**src/rtl/dm_arbiter_pkg.sv**
```systemverilog
// Shared types and constants for the data-memory arbiter.
// Holds the FSM state encoding, the default DM depth and the M_DM_op codes.
// No logic; imported by dm_arbiter and dm_arb_burst_ctr.
package dm_arbiter_pkg;

    typedef enum logic {
        ST_IDLE  = 1'b0,
        ST_BURST = 1'b1
    } arb_state_t;

    localparam int DM_DEPTH_WORDS = 3072;

    // M_DM_op encodings as seen by the DM; the arbiter only forwards them
    localparam logic [1:0] DM_OP_WORD = 2'd0;
    localparam logic [1:0] DM_OP_HALF = 2'd1;
    localparam logic [1:0] DM_OP_BYTE = 2'd2;

endpackage

```
**src/rtl/dm_arb_burst_ctr.sv**
```systemverilog
// DMA burst address generator: base, beat and remaining-beat counters.
// Latency: beat address, last flag and range check are combinational from the counters.
// Backpressure: advances only when the arbiter grants the beat (adv).
module dm_arb_burst_ctr
    import dm_arbiter_pkg::*;
#(
    parameter int DEPTH_WORDS = DM_DEPTH_WORDS,
    parameter int LEN_W       = 5
) (
    input  logic             clk,
    input  logic             reset,
    input  logic             load,
    input  logic             adv,
    input  logic [31:0]      base_in,
    input  logic [LEN_W-1:0] len_in,
    output logic [31:0]      beat_addr,
    output logic             pend,
    output logic             last,
    output logic             in_range
);

    localparam logic [29:0] DEPTH_IDX = 30'(DEPTH_WORDS);

    logic [31:0]      base_q, base_d;
    logic [LEN_W-1:0] beat_q, beat_d;
    logic [LEN_W-1:0] rem_q,  rem_d;

    // Load a new burst or step past the granted beat
    always_comb begin
        base_d = base_q;
        beat_d = beat_q;
        rem_d  = rem_q;
        if (load) begin
            base_d = base_in;
            beat_d = '0;
            rem_d  = len_in;
        end else if (adv) begin
            beat_d = beat_q + 1'b1;
            rem_d  = rem_q - 1'b1;
        end
    end

    // Counter registers
    always_ff @(posedge clk or negedge reset) begin
        if (!reset) begin
            base_q <= '0;
            beat_q <= '0;
            rem_q  <= '0;
        end else begin
            base_q <= base_d;
            beat_q <= beat_d;
            rem_q  <= rem_d;
        end
    end

    // Address wraps modulo 2^32; range check uses the whole word index, not just [13:2]
    always_comb begin
        beat_addr = base_q + {{(30-LEN_W){1'b0}}, beat_q, 2'b00};
        in_range  = (beat_addr[31:2] < DEPTH_IDX);
        pend      = (rem_q != '0);
        last      = (rem_q == LEN_W'(1));
    end

endmodule

```
**src/rtl/dm_arbiter.sv**
```systemverilog
// Single-port DM arbiter: CPU M stage passes through, DMA bursts drain on free cycles.
// Latency: CPU access 0 cycles; first DMA beat 1 cycle after latch; done 1 cycle after last beat.
// Backpressure: cpu_stall when DMA takes the cycle; optional starvation guard (DM_ARB_STARVE_GUARD_EN).
module dm_arbiter
    import dm_arbiter_pkg::*;
#(
    parameter int DEPTH_WORDS  = DM_DEPTH_WORDS,
    parameter int LEN_W        = 5,
    parameter int STARVE_LIMIT = 4
) (
    input  logic             clk,
    input  logic             reset,
    input  logic             cpu_req,
    input  logic             cpu_we,
    input  logic [31:0]      cpu_addr,
    input  logic [31:0]      cpu_wdata,
    input  logic [1:0]       cpu_op,
    input  logic [31:0]      cpu_pc,
    output logic             cpu_stall,
    output logic [31:0]      cpu_rdata,
    input  logic             dma_req,
    input  logic             dma_we,
    input  logic [31:0]      dma_addr,
    input  logic [LEN_W-1:0] dma_len,
    input  logic [31:0]      dma_wdata,
    output logic             dma_beat,
    output logic [31:0]      dma_rdata,
    output logic             dma_busy,
    output logic             dma_done,
    output logic             dma_err,
    output logic [31:0]      dm_addr,
    output logic [31:0]      dm_wdata,
    output logic             dm_we,
    output logic [1:0]       dm_op,
    output logic [31:0]      dm_pc,
    input  logic [31:0]      dm_rdata
);

    arb_state_t state_q, state_d;
    logic       lat_we_q, lat_we_d;
    logic       err_seen_q, err_seen_d;
    logic       done_q, done_d;
    logic       err_q, err_d;

    logic        load;
    logic        dma_grant;
    logic        cpu_grant;
    logic        guard_force;
    logic [31:0] beat_addr;
    logic        pend;
    logic        last;
    logic        in_range;

    dm_arb_burst_ctr #(
        .DEPTH_WORDS (DEPTH_WORDS),
        .LEN_W       (LEN_W)
    ) u_ctr (
        .clk       (clk),
        .reset     (reset),
        .load      (load),
        .adv       (dma_grant),
        .base_in   (dma_addr),
        .len_in    (dma_len),
        .beat_addr (beat_addr),
        .pend      (pend),
        .last      (last),
        .in_range  (in_range)
    );

    assign dma_grant = (state_q == ST_BURST) & pend & (~cpu_req | guard_force);
    assign cpu_grant = cpu_req & ~dma_grant;

`ifdef DM_ARB_STARVE_GUARD_EN
    localparam int WAIT_W = $clog2(STARVE_LIMIT + 2);
    localparam logic [WAIT_W-1:0] WAIT_MAX = WAIT_W'(STARVE_LIMIT);

    logic [WAIT_W-1:0] wait_q, wait_d;

    assign guard_force = (wait_q == WAIT_MAX);

    // Count consecutive CPU wins while a burst is open; any DMA grant resets the run
    always_comb begin
        wait_d = wait_q;
        if (state_q != ST_BURST || dma_grant) begin
            wait_d = '0;
        end else if (cpu_grant && wait_q != WAIT_MAX) begin
            wait_d = wait_q + 1'b1;
        end
    end

    // Wait counter register
    always_ff @(posedge clk or negedge reset) begin
        if (!reset) begin
            wait_q <= '0;
        end else begin
            wait_q <= wait_d;
        end
    end
`else
    // CPU has strict priority; DMA only sees cycles without cpu_req
    assign guard_force = 1'b0;
`endif

    // Burst FSM: latch in IDLE, finish on last granted beat or immediately for len=0
    always_comb begin
        state_d    = state_q;
        lat_we_d   = lat_we_q;
        err_seen_d = err_seen_q;
        load       = 1'b0;
        done_d     = 1'b0;
        err_d      = 1'b0;
        case (state_q)
            ST_IDLE: begin
                if (dma_req) begin
                    state_d    = ST_BURST;
                    load       = 1'b1;
                    lat_we_d   = dma_we;
                    err_seen_d = 1'b0;
                end
            end
            ST_BURST: begin
                if (!pend) begin
                    state_d = ST_IDLE;
                    done_d  = 1'b1;
                    err_d   = err_seen_q;
                end else if (dma_grant) begin
                    if (!in_range) begin
                        err_seen_d = 1'b1;
                    end
                    if (last) begin
                        state_d = ST_IDLE;
                        done_d  = 1'b1;
                        err_d   = err_seen_q | ~in_range;
                    end
                end
            end
            default: state_d = ST_IDLE;
        endcase
    end

    // FSM and status registers; reset abandons any open burst without a done pulse
    always_ff @(posedge clk or negedge reset) begin
        if (!reset) begin
            state_q    <= ST_IDLE;
            lat_we_q   <= 1'b0;
            err_seen_q <= 1'b0;
            done_q     <= 1'b0;
            err_q      <= 1'b0;
        end else begin
            state_q    <= state_d;
            lat_we_q   <= lat_we_d;
            err_seen_q <= err_seen_d;
            done_q     <= done_d;
            err_q      <= err_d;
        end
    end

    // DM port mux; everything forced low while reset is held
    always_comb begin
        dm_addr   = '0;
        dm_wdata  = '0;
        dm_we     = 1'b0;
        dm_op     = '0;
        dm_pc     = '0;
        cpu_stall = 1'b0;
        cpu_rdata = '0;
        dma_beat  = 1'b0;
        dma_rdata = '0;
        if (reset) begin
            cpu_stall = cpu_req & dma_grant;
            if (dma_grant) begin
                dma_beat  = 1'b1;
                dm_addr   = beat_addr;
                dm_wdata  = dma_wdata;
                dm_we     = lat_we_q & in_range;
                dma_rdata = in_range ? dm_rdata : '0;
            end else if (cpu_grant) begin
                dm_addr   = cpu_addr;
                dm_wdata  = cpu_wdata;
                dm_we     = cpu_we;
                dm_op     = cpu_op;
                dm_pc     = cpu_pc;
                cpu_rdata = dm_rdata;
            end
        end
    end

    assign dma_busy = (state_q == ST_BURST);
    assign dma_done = done_q;
    assign dma_err  = err_q;

endmodule

```
**config.mk**
```make
export PLATFORM = sky130hd
export DESIGN_NAME = dm_arbiter
export DESIGN_NICKNAME = d
export VERILOG_FILES = /design/src/rtl/dm_arbiter_pkg.sv /design/src/rtl/dm_arb_burst_ctr.sv /design/src/rtl/dm_arbiter.sv
export SDC_FILE = /design/constraint.sdc
export NUM_CORES = 1
export LEC_CHECK = 0
export ABC_AREA = 1
export ABC_CLOCK_PERIOD_IN_PS = 4250
export BUFFER_PORTS_ARGS = -buffer_cell sky130_fd_sc_hd__buf_2
export CAP_MARGIN = 40
export CORE_AREA = 2 2 145 147
export DETAILED_ROUTE_END_ITERATION = 16
export DIE_AREA = 0 0 147 149
export REMOVE_ABC_BUFFERS = 1
export SKIP_LAST_GASP = 1
export SYNTH_ARGS = -nofsm -noshare
export SYNTH_HDL_FRONTEND = slang
export SYNTH_SLANG_ARGS = --single-unit
```
**constraint.sdc**
```tcl
create_clock -name clk -period 4.25 [get_ports clk]
set_input_delay 0.6375 -clock clk [delete_from_list [all_inputs] [get_ports clk]]
set_output_delay 0.6375 -clock clk [all_outputs]
set_load 0.02 [all_outputs]
```
== Word level (Yosys, flattened, before mapping) ==
Cells that the tools add are included.
Storage, ports and cells
  word-level logic and storage cells: 78
  flip-flop bits (word level): 47
  bits of input ports: 205
  output and inout port bits: 168
Cells by class
  $add $sub $neg: 3
  reductions and logical operators: 4
  equality and inequality tests: 5
  bitwise gates (word level): 10
  magnitude comparators: 1
  multiplexer cells: 47
Operators with widths (number)
  32-bit 2-to-1 mux: 15
  32-bit by 7-bit adder with 32-bit output: 1
  30-bit by 12-bit < comparator with 1-bit output (second input constant): 1
  1-bit 2-to-1 mux: 23
  5-bit 2-to-1 mux: 4
  2-bit 2-to-1 mux: 3
  5-bit by 1-bit adder with 5-bit output (second input constant): 1
  1-bit bitwise AND: 5
  5-bit by 1-bit == test with 1-bit output (second input constant): 1
  5-bit nonzero test: 1
  5-bit by 1-bit subtractor with 5-bit output (second input constant): 1
  2-bit by 1-bit != test with 1-bit output (second input constant): 2
  2-bit != test (second input constant): 2
  1-bit inverter: 4
  1-bit one-hot mux with 2 select lines: 2
  4-bit AND reduction: 1
  2-bit AND reduction: 1
  2-bit nonzero test: 1
  1-bit OR: 1

== Logic depth before layout (Yosys ltp) ==
Gate-level depths: netlist of the first run.
  word-level depth: 8
  gate-level depth with buffers: 16
  mapped depth without buffers: 16

== Modules after synthesis ==
Synthesis of the first run repeated with hierarchy kept, for this count alone.
Unflattened totals
  cell total of the unflattened synthesis: 857
  area, all modules: 4839.6 sq um
By module, submodules not included
  dm_arb_burst_ctr: instances 1, area an instance 2907.8 sq um, cells each 401, sequential area each 1051.0 sq um
  dm_arbiter: instances 1, area an instance 1931.9 sq um, cells each 456, sequential area each 125.1 sq um

== Worst setup path before layout of the first run ==
Ideal clock, no wire load.
  kind: register to output
  from: register u_ctr.beat_q[0]
  to: output port dm_we
  arrival time: 2449 ps
  stages on the path, launching flop included: 14
  path slack: 1163 ps
  buffers on the path: 0
  data required time: 3612 ps
  path through: dfrtp_1 > ha_1 > fa_1 > nand2_1 > nand2_1 > nand3_1 > nand2_1 > nand3b_1 > nand2_1 > nor2_1 > nand2_1 > nor2_1 > nand3_2 > o21ai_0
On the way
  cells in the longest elaborated chain, start to end: 5
Ends and longest elaborated chain
  from (decl): RTL line dm_arb_burst_ctr.sv:25  | logic [LEN_W-1:0] beat_q, beat_d;
  from (signal assigned): RTL line dm_arb_burst_ctr.sv:51  | beat_q <= beat_d;
  32-bit by 7-bit adder with 32-bit output: RTL line dm_arb_burst_ctr.sv:58  | beat_addr = base_q + {{(30-LEN_W){1'b0}}, beat_q, 2'b00};
  30-bit by 12-bit < comparator with 1-bit output: RTL line dm_arb_burst_ctr.sv:59  | in_range = (beat_addr[31:2] < DEPTH_IDX);
  1-bit bitwise AND: RTL line dm_arbiter.sv:175  | dm_we = lat_we_q & in_range;
  1-bit 2-to-1 mux: RTL line dm_arbiter.sv:171  | if (dma_grant) begin
  1-bit 2-to-1 mux: RTL line dm_arbiter.sv:169  | if (reset) begin
  to (decl): RTL line dm_arbiter.sv:33  | output logic dm_we,
No other way between the ends.

== Worst setup path after layout of the first run ==
  from: register u_ctr.beat_q[0]
  to: output port dma_rdata[2]
On the way
  cells in the longest elaborated chain, start to end: 5
Ends and longest elaborated chain
  32-bit by 7-bit adder with 32-bit output: RTL line dm_arb_burst_ctr.sv:58
  30-bit by 12-bit < comparator with 1-bit output: RTL line dm_arb_burst_ctr.sv:59
  32-bit 2-to-1 mux: RTL line dm_arbiter.sv:176  | dma_rdata = in_range ? dm_rdata : '0;
  32-bit 2-to-1 mux: RTL line dm_arbiter.sv:171
  32-bit 2-to-1 mux: RTL line dm_arbiter.sv:169
  to (decl): RTL line dm_arbiter.sv:27  | output logic [31:0] dma_rdata,
No other way between the ends.

==> results.py, run 1 <==
metrics = {
    "route": {
        "drc": 0,
        "routed_wl_mm": 24.05,
        "drtPass1Iterations": 5,
        "via_per_inst": 4.403,
        "vias": 6178,
        "ant_nets": 0,
        "initialDrtViolationCount": 303,
        "detail_route.wl_per_cell_um": 17.14,
    },
    "grt": {
        "use_met1": 0.2732,
        "grt_util_all_layers": 0.2061,
        "grt_busiest_layer": "met2",
        "antenna_found_initial": 18,
        "met3_usage": 0.09327,
        "grt_max_degree": 67,
        "gr-total-overflow": 0,
        "first_global_vias": 5597,
        "grt_pass1_wl_mm": 33.82,
        "met2_usage": 0.3148,
    },
    "die": {
        "ios": 373,
        "die_h_um": 149,
        "start_util": 0.2296,
        "design.die.area_um2": 21900,
        "fp-row-count": 53,
        "die_w_um": 147,
        "coreArea_um2": 20560,
    },
    "sta": {
        "setup_viol": 0,
        "maxSlewViolCount": 0,
        "worst_pin_slew_ns": 0.7282,
        "rsz0062_at_grt": "false",
        "period_needed_ns": 3.955,
        "period_share": 0.9305,
        "fin_worst_skew_ns": 0.005137,
        "clock.fmax_mhz": 252.9,
        "relSlewSlack": 0.5145,
        "finalHoldViolCount": 0,
    },
    "cts": {
        "clockRootBuffer": "clkbuf_16",
        "cts_tree": "built",
        "cts_buffer_depth": 2,
        "cts.sinks": 47,
        "htree_levels": 2,
        "clkSlewWorstSetupHoldPaths_ns": 0.06,
        "worst_skew_pair.late_latency_ns": 0.30,
        "cts_setup_buffers": 0,
        "cts_made_buffers": 5,
    },
    "critical_path": {
        "critPathLaunchType": "flip-flop",
        "worst-setup-path-type": "reg -> out",
        "critPathBufInv": 2,
        "r2r_start": "u_ctr.beat_q[0]",
        "cp_slowest_cell": "fa_1",
        "required_ns": 3.61,
        "crit_top_cell": "nand3_1",
        "worstPathCellList": "ha_1, fa_1, nand3_1, nand3_1, nand3_1, nand2_1, nand3_1, nand2_1, nor2_1, nand2_1, nor2_1, nand3_4, buf_12, nor3_2, buf_2",
        "r2r_setup_slack_ns": 1.29,
        "cp.arrival_ns": 3.32,
        "cp_max_fo": 21,
        "crit_family": "simple AND/OR/NAND/NOR gates",
        "critPathMaxStageDelay_ns": 0.44,
        "crit_path_end_kind": "output port",
        "r2r_end": "dma_err",
        "rr_worst_depth": 15,
    },
    "layout": {
        "nets": 1331,
        "fillers": 2287,
        "mostFrequentLayoutCells": "buf_2, nand2_1, inv_1",
        "final_common_cell": "buf_2",
        "syn2layout_area_growth_pct": 49.70,
        "drive_above_1_share": 0.4047,
        "instances_no_fill": 1403,
    },
    "power_and_ir_drop": {
        "power_density_nw_per_um2": 404.5,
        "cellLeakagePower_nw": 4.279,
        "switching_share": 0.4987,
        "pwr-share-comb": 0.558,
        "switchingPower_mw": 1.426,
        "pwr-share-seq": 0.304,
        "cell_internal_pwr_mw": 1.433,
        "finalPower_mw": 2.858,
        "power_frac_clock": 0.138,
        "peakVddDrop_uv": 179.5,
    },
    "yosys": {
        "syn_inst": 760,
        "synth_cell_types": 35,
        "syn_area_per_cell_um2": 6.212,
        "yosysTopAreaCell": "dfrtp_1",
        "synth_seq_cells": 47,
        "synth_top_area_frac": 0.2491,
        "ys_seq_area_frac": 0.2491,
        "netlist_top_cells_area": "dfrtp_1, nand2_1, inv_1, a22o_1, nor2_1",
        "syn_area_um2": 4721,
        "synth-warning-count": 0,
    },
    "placement": {
        "gp_congestion": 0.8907,
        "dp.cells": 1384,
        "dp_hpwl_mm": 20.42,
        "io_buffers": 371,
    },
    "run_status": {
        "outcome": "completed",
    },
    "run": {
        "maxCapViolations": 0,
    },
    "min_path": {
        "holdCritPathClass": "in -> async",
    },
}
-- state kept, by name (all words and copies together) (netlist names) --
signal        flops
u_ctr.base_q     32
u_ctr.beat_q      5
u_ctr.rem_q       5
dma_busy          1
dma_done          1
dma_err           1
err_seen_q        1
lat_we_q          1
-- area by class of cell --
| type | instances | area [um2] | area share |
|---|---|---|---|
| tap | 275 | 344.1 | 0.04869 |
| inverter | 120 | 450.4 | 0.06374 |
| sequential | 47 | 1176 | 0.1664 |
| clock inverter | 1 | 5.005 | 0.0007082 |
| clock buffer | 7 | 132.6 | 0.01877 |
| multi-input combinational | 556 | 2922 | 0.4134 |
| antenna | 11 | 27.53 | 0.003895 |
| timing repair buffer | 386 | 2009 | 0.2843 |
-- per-stage QoR --
step           hold WS (ns)  area, um2  TNS (ns)  worst slack (ns)  utilization
4_1_cts              0.2281       7032         0            0.1108       0.3421
2_1_floorplan        0.3419       4528    -38.12           -0.8608            -
5_1_grt              0.2425       7047         0          0.001800       0.3428
3_5_place_dp         0.4670       6894         0            0.4617       0.3354
6_report             0.2240       7067         0            0.2953       0.3438
3_3_place_gp         0.4640       6852         0            0.5754       0.3333
-- worst max path at each step --
stage | start | to | slack, ns | cells after the start
after floorplan | u_ctr.rem_q[0] | dm_addr[10] | -0.86 | 8
after global placement | u_ctr.beat_q[0] | dma_rdata[16] | 0.58 | 15
after detailed placement | u_ctr.beat_q[0] | dma_rdata[2] | 0.46 | 15
after CTS | u_ctr.beat_q[0] | dma_rdata[2] | 0.11 | 15
after global routing | u_ctr.beat_q[0] | dma_rdata[2] | 0.002 | 15
final | u_ctr.beat_q[0] | dma_rdata[2] | 0.30 | 15
-- timing repair --
action                     in CTS  in global routing
gates resized for setup         0                  1
setup endpoints to repair       0                 24
hold buffers                    0                  0
-- power groups by stage --
stage,Clock [mW],Sequential (mW),Combinational [mW]
after global routing,0.423,0.905,1.79
after CTS,0.408,0.869,1.60
final,0.393,0.870,1.60
after floorplan,0,0.809,1.03
after global placement,0,0.870,1.58
after detailed placement,0,0.875,1.59
-- per-layer routing --
metal | vias up | routed length [um]
met3 | 20 | 2669
met2 | 252 | 10500
li1 | 3125 | -
met5 | - | 55
met4 | 8 | 199
met1 | 2773 | 10630
-- cells in the mapped netlist, drive strengths merged --
library cell and number:
a21oi 16, a22o 48, a22oi 2, a32o 3
and2 1, and3 1, buf 12, clkbuf 25
clkinv 1, conb 1, dfrtp 47, fa 1
ha 9, inv 119, nand2 232, nand3 32
nand3b 7, nand4 6, nor2 119, nor3 34
o211ai 1, o21ai 32, o21bai 1, o22ai 1
or2 3, xor2 6
-- worst reg2reg max path, delay by kind of cell (launching register included) --
kind | cells | cell delay (ns)
buf+inv | 1 | 0.26
simple gates | 11 | 1.38
compound gates | 1 | 0.07
fa+ha+maj | 2 | 0.71
flops | 1 | 0.42
-- logic make-up after synthesis --
group                    share of synthesized area
other                                    0.0007944
adder cells (fa/ha/maj)                    0.02809
XOR/XNOR                                   0.01113
AND/OR/NAND/NOR                             0.4204
flip-flops                                  0.2491
buffers and inverters                       0.1362
AO/OA/AOI/OAI                               0.1543
(Power assumes the default switching activity.)
==> run 2, diff against run 1 <==
Settings changed: CORE_AREA 2 2 145 147 to 2 2 143 145, DIE_AREA 0 0 147 149 to 0 0 145 147, SLEW_MARGIN set to 10, SYNTH_HIERARCHICAL set to 1.
==> run 2 against run 1 <==
Synthesized cell count grew 13%. Setup slack improved by 0.080 ns. Power is 3.9% higher. Die area shrank 2.7%. Final area barely moved. Register-to-register slack better by 0.15 ns. Fmax grew 2.1%. Hold slack worse by 0.079 ns. Routed wire length down 5.6%. Clock power grew 3%. Critical endpoint is now dma_rdata[25]. Largest cell class unchanged. Highest routed layer unchanged.
==> results.py, run 2 <==
metrics = {
    "power_and_ir_drop": {
        "cellLeakagePower_nw": 4.379,
        "cell_internal_pwr_mw": 1.468,
        "power_frac_clock": 0.137,
        "power_density_nw_per_um2": 420.7,
        "switchingPower_mw": 1.502,
        "peakVddDrop_uv": 196.1,
        "pwr-share-seq": 0.294,
        "switching_share": 0.5057,
        "pwr-share-comb": 0.570,
    },
    "grt": {
        "antenna_found_initial": 18,
        "grt_pass1_wl_mm": 34.60,
        "gr-total-overflow": 0,
        "grt_util_all_layers": 0.2094,
        "first_global_vias": 6046,
        "grt_max_degree": 67,
    },
    "yosys": {
        "synth.most_common_cell": "nand2_1",
        "syn_area_per_cell_um2": 5.647,
        "synth_cell_types": 37,
        "yosysTopAreaCell": "nand2_1",
        "synth-warning-count": 6,
        "synth_edf_count": 0,
        "syn_inst": 857,
        "synth_seq_cells": 47,
        "ys.flop_type": "dfrtp_1",
        "ys_seq_area_frac": 0.2430,
        "syn_area_um2": 4840,
        "netlist_top_cells_area": "nand2_1, dfrtp_1, inv_1, nor2_1, nor3_1",
        "synth_top_area_frac": 0.2808,
        "async_flop_share": 1.000,
        "ys_top_cells_by_count": "nand2_1, inv_1, nor2_1",
    },
    "sta": {
        "rsz0062_at_grt": "false",
        "clock.fmax_mhz": 258.1,
        "maxSlewViolCount": 0,
        "relSlewSlack": 0.5705,
        "finalHoldViolCount": 0,
        "period_needed_ns": 3.875,
        "setup_tns_ns": 0,
        "setup_viol": 0,
        "fin_worst_skew_ns": 0.007239,
        "period_share": 0.9118,
        "worst_pin_slew_ns": 0.6442,
    },
    "placement": {
        "dp.cells": 1464,
        "gp_congestion": 0.8916,
        "io_buffers": 371,
        "dp_hpwl_mm": 19.05,
    },
    "critical_path": {
        "required_ns": 3.61,
        "cp_slowest_cell": "dfrtp_1",
        "crit_top_cell": "nand2_1",
        "cp_max_fo": 35,
        "worst-setup-path-type": "reg -> out",
        "critPathBufInv": 2,
        "crit_path_end_kind": "output port",
        "critPathMaxStageDelay_ns": 0.43,
        "crit_family": "simple AND/OR/NAND/NOR gates",
        "worstPathCellList": "ha_1, fa_1, nand2_1, nand2_1, nand3_1, nand2_2, nand3_1, nand2_1, nand2_1, nand2_1, nor2_1, nand3_1, nor2_2, buf_6, nand2_1, nor3_1, buf_2",
        "cp.arrival_ns": 3.24,
        "critPathLaunchType": "flip-flop",
    },
    "cts": {
        "htree_levels": 2,
        "cts_buffer_depth": 2,
        "cts.sinks": 47,
        "clkSlewWorstSetupHoldPaths_ns": 0.06,
        "cts_made_buffers": 5,
        "hold_buffers": 0,
        "worst_skew_pair.late_latency_ns": 0.30,
        "cts_tree": "built",
        "clockRootBuffer": "clkbuf_16",
    },
    "route": {
        "routed_wl_mm": 22.71,
        "ant_nets": 0,
        "initialDrtViolationCount": 376,
        "via_per_inst": 4.299,
        "drtPass1Iterations": 5,
        "drc": 0,
        "vias": 6354,
        "detail_route.wl_per_cell_um": 15.37,
    },
    "run_status": {
        "outcome": "completed",
    },
    "layout": {
        "final_common_cell": "buf_2",
        "instances_no_fill": 1478,
        "mostFrequentLayoutCells": "buf_2, nand2_1, inv_1",
        "largest_reg_flops": 32,
        "reg_top3": "u_ctr/base_q: 32 flops, u_ctr/beat_q: 5 flops, u_ctr/rem_q: 5 flops",
        "multi_input_area_um2": 2977,
        "regArea_um2": 1176,
        "regMostFlops": "u_ctr/base_q",
        "drive_above_1_share": 0.3611,
        "fillers": 2261,
        "syn2layout_area_growth_pct": 45.89,
        "nets": 1416,
    },
    "die": {
        "die_w_um": 145,
        "ios": 373,
        "design.die.area_um2": 21320,
        "die_h_um": 147,
        "coreArea_um2": 19840,
        "start_util": 0.2439,
        "fp-row-count": 52,
    },
    "min_path": {
        "holdCritPathClass": "in -> async",
    },
    "run": {
        "maxCapViolations": 0,
    },
}
-- run 2: changes by cell type in the layout (fill, tap and decap cells not counted), moves of 6 or more --
cell / previous run / this run
o21ai_0: 32 / 21
nand2_1: 224 / 361
nand3b_1: 7 / 0
nor3_1: 4 / 38
xor2_1: 6 / 12
a21oi_1: 16 / 4
mux2_2: 0 / 13
nor3_2: 30 / 1
a22o_1: 47 / 1
nand2_2: 8 / 14
nor2_2: 12 / 5
buf_4: 12 / 4
-- run 2: kinds of logic after synthesis --
family          after synthesis  synth area share
other cells                   1         0.0007749
mux                          13           0.03025
flops                        47            0.2430
buf+inv                     167            0.1440
simple gates                571            0.4876
fa+ha+maj                    10           0.02740
compound gates               34           0.04162
xor+xnor                     14           0.02534
-- run 2: timing repair --
| item | 4_1_cts | 5_1_grt |
|---|---|---|
| buffers inserted | 0 | 0 |
| hold endpoints to repair | 0 | 0 |
| endpoints found under the setup margin | 0 | 1 |
| resized for setup | 0 | 1 |
-- run 2: power groups by stage --
stage          Clock, mW  Sequential [mW]  Combinational (mW)
2_1_floorplan          0            0.832                1.13
3_3_place_gp           0            0.874                1.69
3_5_place_dp           0            0.879                1.70
4_1_cts            0.420            0.873                1.71
5_1_grt            0.437            0.908                1.91
6_report           0.406            0.872                1.69
-- run 2: area by class of cell --
| cell class | instances | share of cell area |
|---|---|---|
| multi-input cells | 643 | 0.4216 |
| inverters | 126 | 0.06699 |
| repair buffers | 378 | 0.2745 |
| clock inverters | 3 | 0.002658 |
| clock buffers | 5 | 0.01772 |
| well taps | 270 | 0.04785 |
| flip-flops and latches | 47 | 0.1666 |
| diodes | 6 | 0.002127 |
-- run 2: metal layers --
metal | GRT usage | up-vias | part of all wire
met5 | 0 | - | 0.0044
met3 | 0.06863 | 38 | 0.10
met1 | 0.2910 | 2756 | 0.45
met2 | 0.3131 | 272 | 0.43
met4 | 0.05347 | 14 | 0.018
li1 | - | 3274 | -
-- run 2: stage by stage --
step	area [um2]	hold slack (ns)	total power, mW	setup slack, ns	utilization
CTS	7042	0.1409	3.003	0.2923	0.3549
detailed placement	6898	0.4654	2.576	0.6244	0.3476
global route	7051	0.1401	3.251	0.06629	0.3553
finish	7061	0.1454	2.971	0.3749	0.3558
floorplan	4616	0.3419	1.965	0.1446	-
global placement	6878	0.4652	2.560	0.6988	0.3466
-- run 2: worst paths after layout --
| path | from | endpoint | slack [ns] | cells after the start |
|---|---|---|---|---|
| hold reg to reg | err_seen_q | err_seen_q | 0.49 | 2 |
| max in group asynchronous | reset | u_ctr/base_q[6] | 3.26 | 2 |
| setup / recovery | u_ctr/beat_q[0] | dma_rdata[25] | 0.37 | 17 |
| setup reg to reg | u_ctr/beat_q[0] | dma_err | 1.44 | 17 |
| min in group clk | err_seen_q | err_seen_q | 0.49 | 2 |
| hold / removal | reset | dma_err | 0.15 | 1 |
==> run 3, diff against run 2 <==
Settings changed: CORE_AREA 2 2 143 145 to 2 2 144 146, DIE_AREA 0 0 145 147 to 0 0 146 148.
==> run 3 against run 2 <==
Global-route usage fell by 0.77 points. Critical path depth unchanged. Non-clock buffer count did not move. Register-to-register slack gained 0.02 ns. Via count is 0.11% higher. Largest cell class unchanged.
==> results.py, run 3 (synthesis results as in run 2) <==
metrics = {
    "sta": {
        "setup_slack_ns": 0.3197,
        "worst_pin_slew_ns": 0.7915,
        "relSlewSlack": 0.4716,
        "rsz0062_at_grt": "false",
        "setup_viol": 0,
        "clock.fmax_mhz": 254.4,
        "period_share": 0.9248,
        "maxSlewViolCount": 0,
        "fin_worst_skew_ns": 0.01273,
        "setup_tns_ns": 0,
        "finalHoldViolCount": 0,
        "period_needed_ns": 3.930,
    },
    "critical_path": {
        "worstPathCellList": "ha_1, fa_1, nand2_1, nand2_1, nand3_1, nand2_2, nand3_1, nand2_1, nand2_1, nand2_1, nor2_1, nand3_1, nor2_2, buf_6, nand2_1, nor3_1, buf_2",
        "crit_top_cell": "nand2_1",
        "r2r_setup_slack_ns": 1.46,
        "crit_path_end_kind": "output port",
        "crit_family": "simple AND/OR/NAND/NOR gates",
        "critPathMaxStageDelay_ns": 0.42,
        "required_ns": 3.61,
        "critPathBufInv": 2,
        "cp_slowest_cell": "dfrtp_1",
        "critPathLaunchType": "flip-flop",
        "cp_max_fo": 35,
        "worst-setup-path-type": "reg -> out",
        "cp.arrival_ns": 3.29,
    },
    "power_and_ir_drop": {
        "cellLeakagePower_nw": 4.376,
        "finalPower_mw": 2.972,
        "power_density_nw_per_um2": 420.7,
        "peakVddDrop_uv": 223.7,
    },
    "layout": {
        "nets": 1416,
        "reg_top3": "u_ctr/base_q: 32 flops, u_ctr/beat_q: 5 flops, u_ctr/rem_q: 5 flops",
        "regMostFlops": "u_ctr/base_q",
        "largest_reg_flops": 32,
        "final_common_cell": "buf_2",
        "syn2layout_area_growth_pct": 45.94,
        "mostFrequentLayoutCells": "buf_2, nand2_1, inv_1",
        "utilization": 0.3525,
        "stdcell_area_um2": 7063,
        "drive_above_1_share": 0.3602,
    },
    "grt": {
        "grt_max_degree": 67,
        "antenna_found_initial": 18,
        "grt_pass1_wl_mm": 34.13,
        "grt_util_all_layers": 0.2017,
        "gr-total-overflow": 0,
        "first_global_vias": 6203,
    },
    "die": {
        "die_h_um": 148,
        "fp-row-count": 52,
        "ios": 373,
        "coreArea_um2": 20040,
        "die_w_um": 146,
        "design.die.area_um2": 21610,
        "start_util": 0.2415,
    },
    "route": {
        "routed_wl_mm": 22.59,
        "drtPass1Iterations": 5,
        "drc": 0,
        "ant_nets": 0,
        "via_per_inst": 4.295,
        "vias": 6361,
        "detail_route.wl_per_cell_um": 15.25,
        "initialDrtViolationCount": 339,
    },
    "cts": {
        "cts_resized": 0,
        "cts_buffer_depth": 2,
        "htree_levels": 2,
        "hold_buffers": 0,
        "clkSlewWorstSetupHoldPaths_ns": 0.07,
        "worst_skew_pair.late_latency_ns": 0.29,
        "clockRootBuffer": "clkbuf_16",
        "cts.sinks": 47,
        "cts_tree": "built",
        "cts_made_buffers": 5,
        "cts_setup_buffers": 0,
    },
    "placement": {
        "io_buffers": 371,
        "pre_cts_ws_ns": 0.5627,
        "dp_hpwl_mm": 19.03,
        "place_area_um2": 6885,
        "gp_congestion": 0.8728,
    },
    "run_status": {
        "outcome": "completed",
    },
    "run": {
        "maxCapViolations": 0,
    },
    "min_path": {
        "holdCritPathClass": "in -> async",
    },
}
[run 3: changes by cell type in the layout (fill, tap and decap cells not counted)]
cell,change
diode_2,+3
clkbuf_8,+1
clkinv_4,+1
inv_6,-1
buf_4,+1
clkinv_2,-2
buf_12,-1
clkbuf_1,+1
[run 3: worst register-to-register path, cell delays in order (launching register included)]
cell and delay, ns:
dfrtp_1 0.42, ha_1 0.23, fa_1 0.42, nand2_1 0.08, nand2_1 0.07, nand3_1 0.08
nand2_2 0.18, nand3_1 0.12, nand2_1 0.07, nand2_1 0.06, nand2_1 0.05, nor2_1 0.09
nand3_1 0.13, nor2_2 0.13, buf_6 0.27, inv_1 0.10, a21oi_1 0.13, nor2_1 0.06
[run 3: worst paths after layout]
kind	from	endpoint	depth (start not counted)
max	u_ctr/beat_q[0]	dma_rdata[21]	17
min	reset	err_seen_q	1
max reg2reg	u_ctr/beat_q[0]	dma_err	17
min reg2reg	err_seen_q	err_seen_q	2
max in group asynchronous	reset	u_ctr/base_q[3]	2
min in group clk	err_seen_q	err_seen_q	2
[run 3: layout make-up]
| type | instances | area [um2] |
|---|---|---|
| sequential | 47 | 1176 |
| fill | 2303 | 12980 |
| multi-input combinational | 643 | 2977 |
| inverter | 126 | 473.0 |
| clock buffer | 7 | 142.6 |
| clock inverter | 1 | 8.758 |
| tap | 270 | 337.8 |
| timing repair buffer | 378 | 1926 |
| antenna | 9 | 22.52 |
[run 3: layer usage]
layer,GRT usage,routed length (um)
met3,0.09537,2585
met4,0.02136,70
met5,0,48
met1,0.2570,9863
met2,0.3226,10020
[run 3: through the flow]
stage	cells	hold WS [ns]
after global routing	1474	0.1935
final	1481	0.1863
after CTS	1472	0.1927
after floorplan	816	0.3419
after global placement	1463	0.4684
after detailed placement	1464	0.4841
[run 3: report_power, final]
group          leakage (nW)  switching [mW]  internal, mW
sequential            0.574           0.216         0.661
clock                0.0742           0.183         0.236
combinational          3.73            1.09         0.584
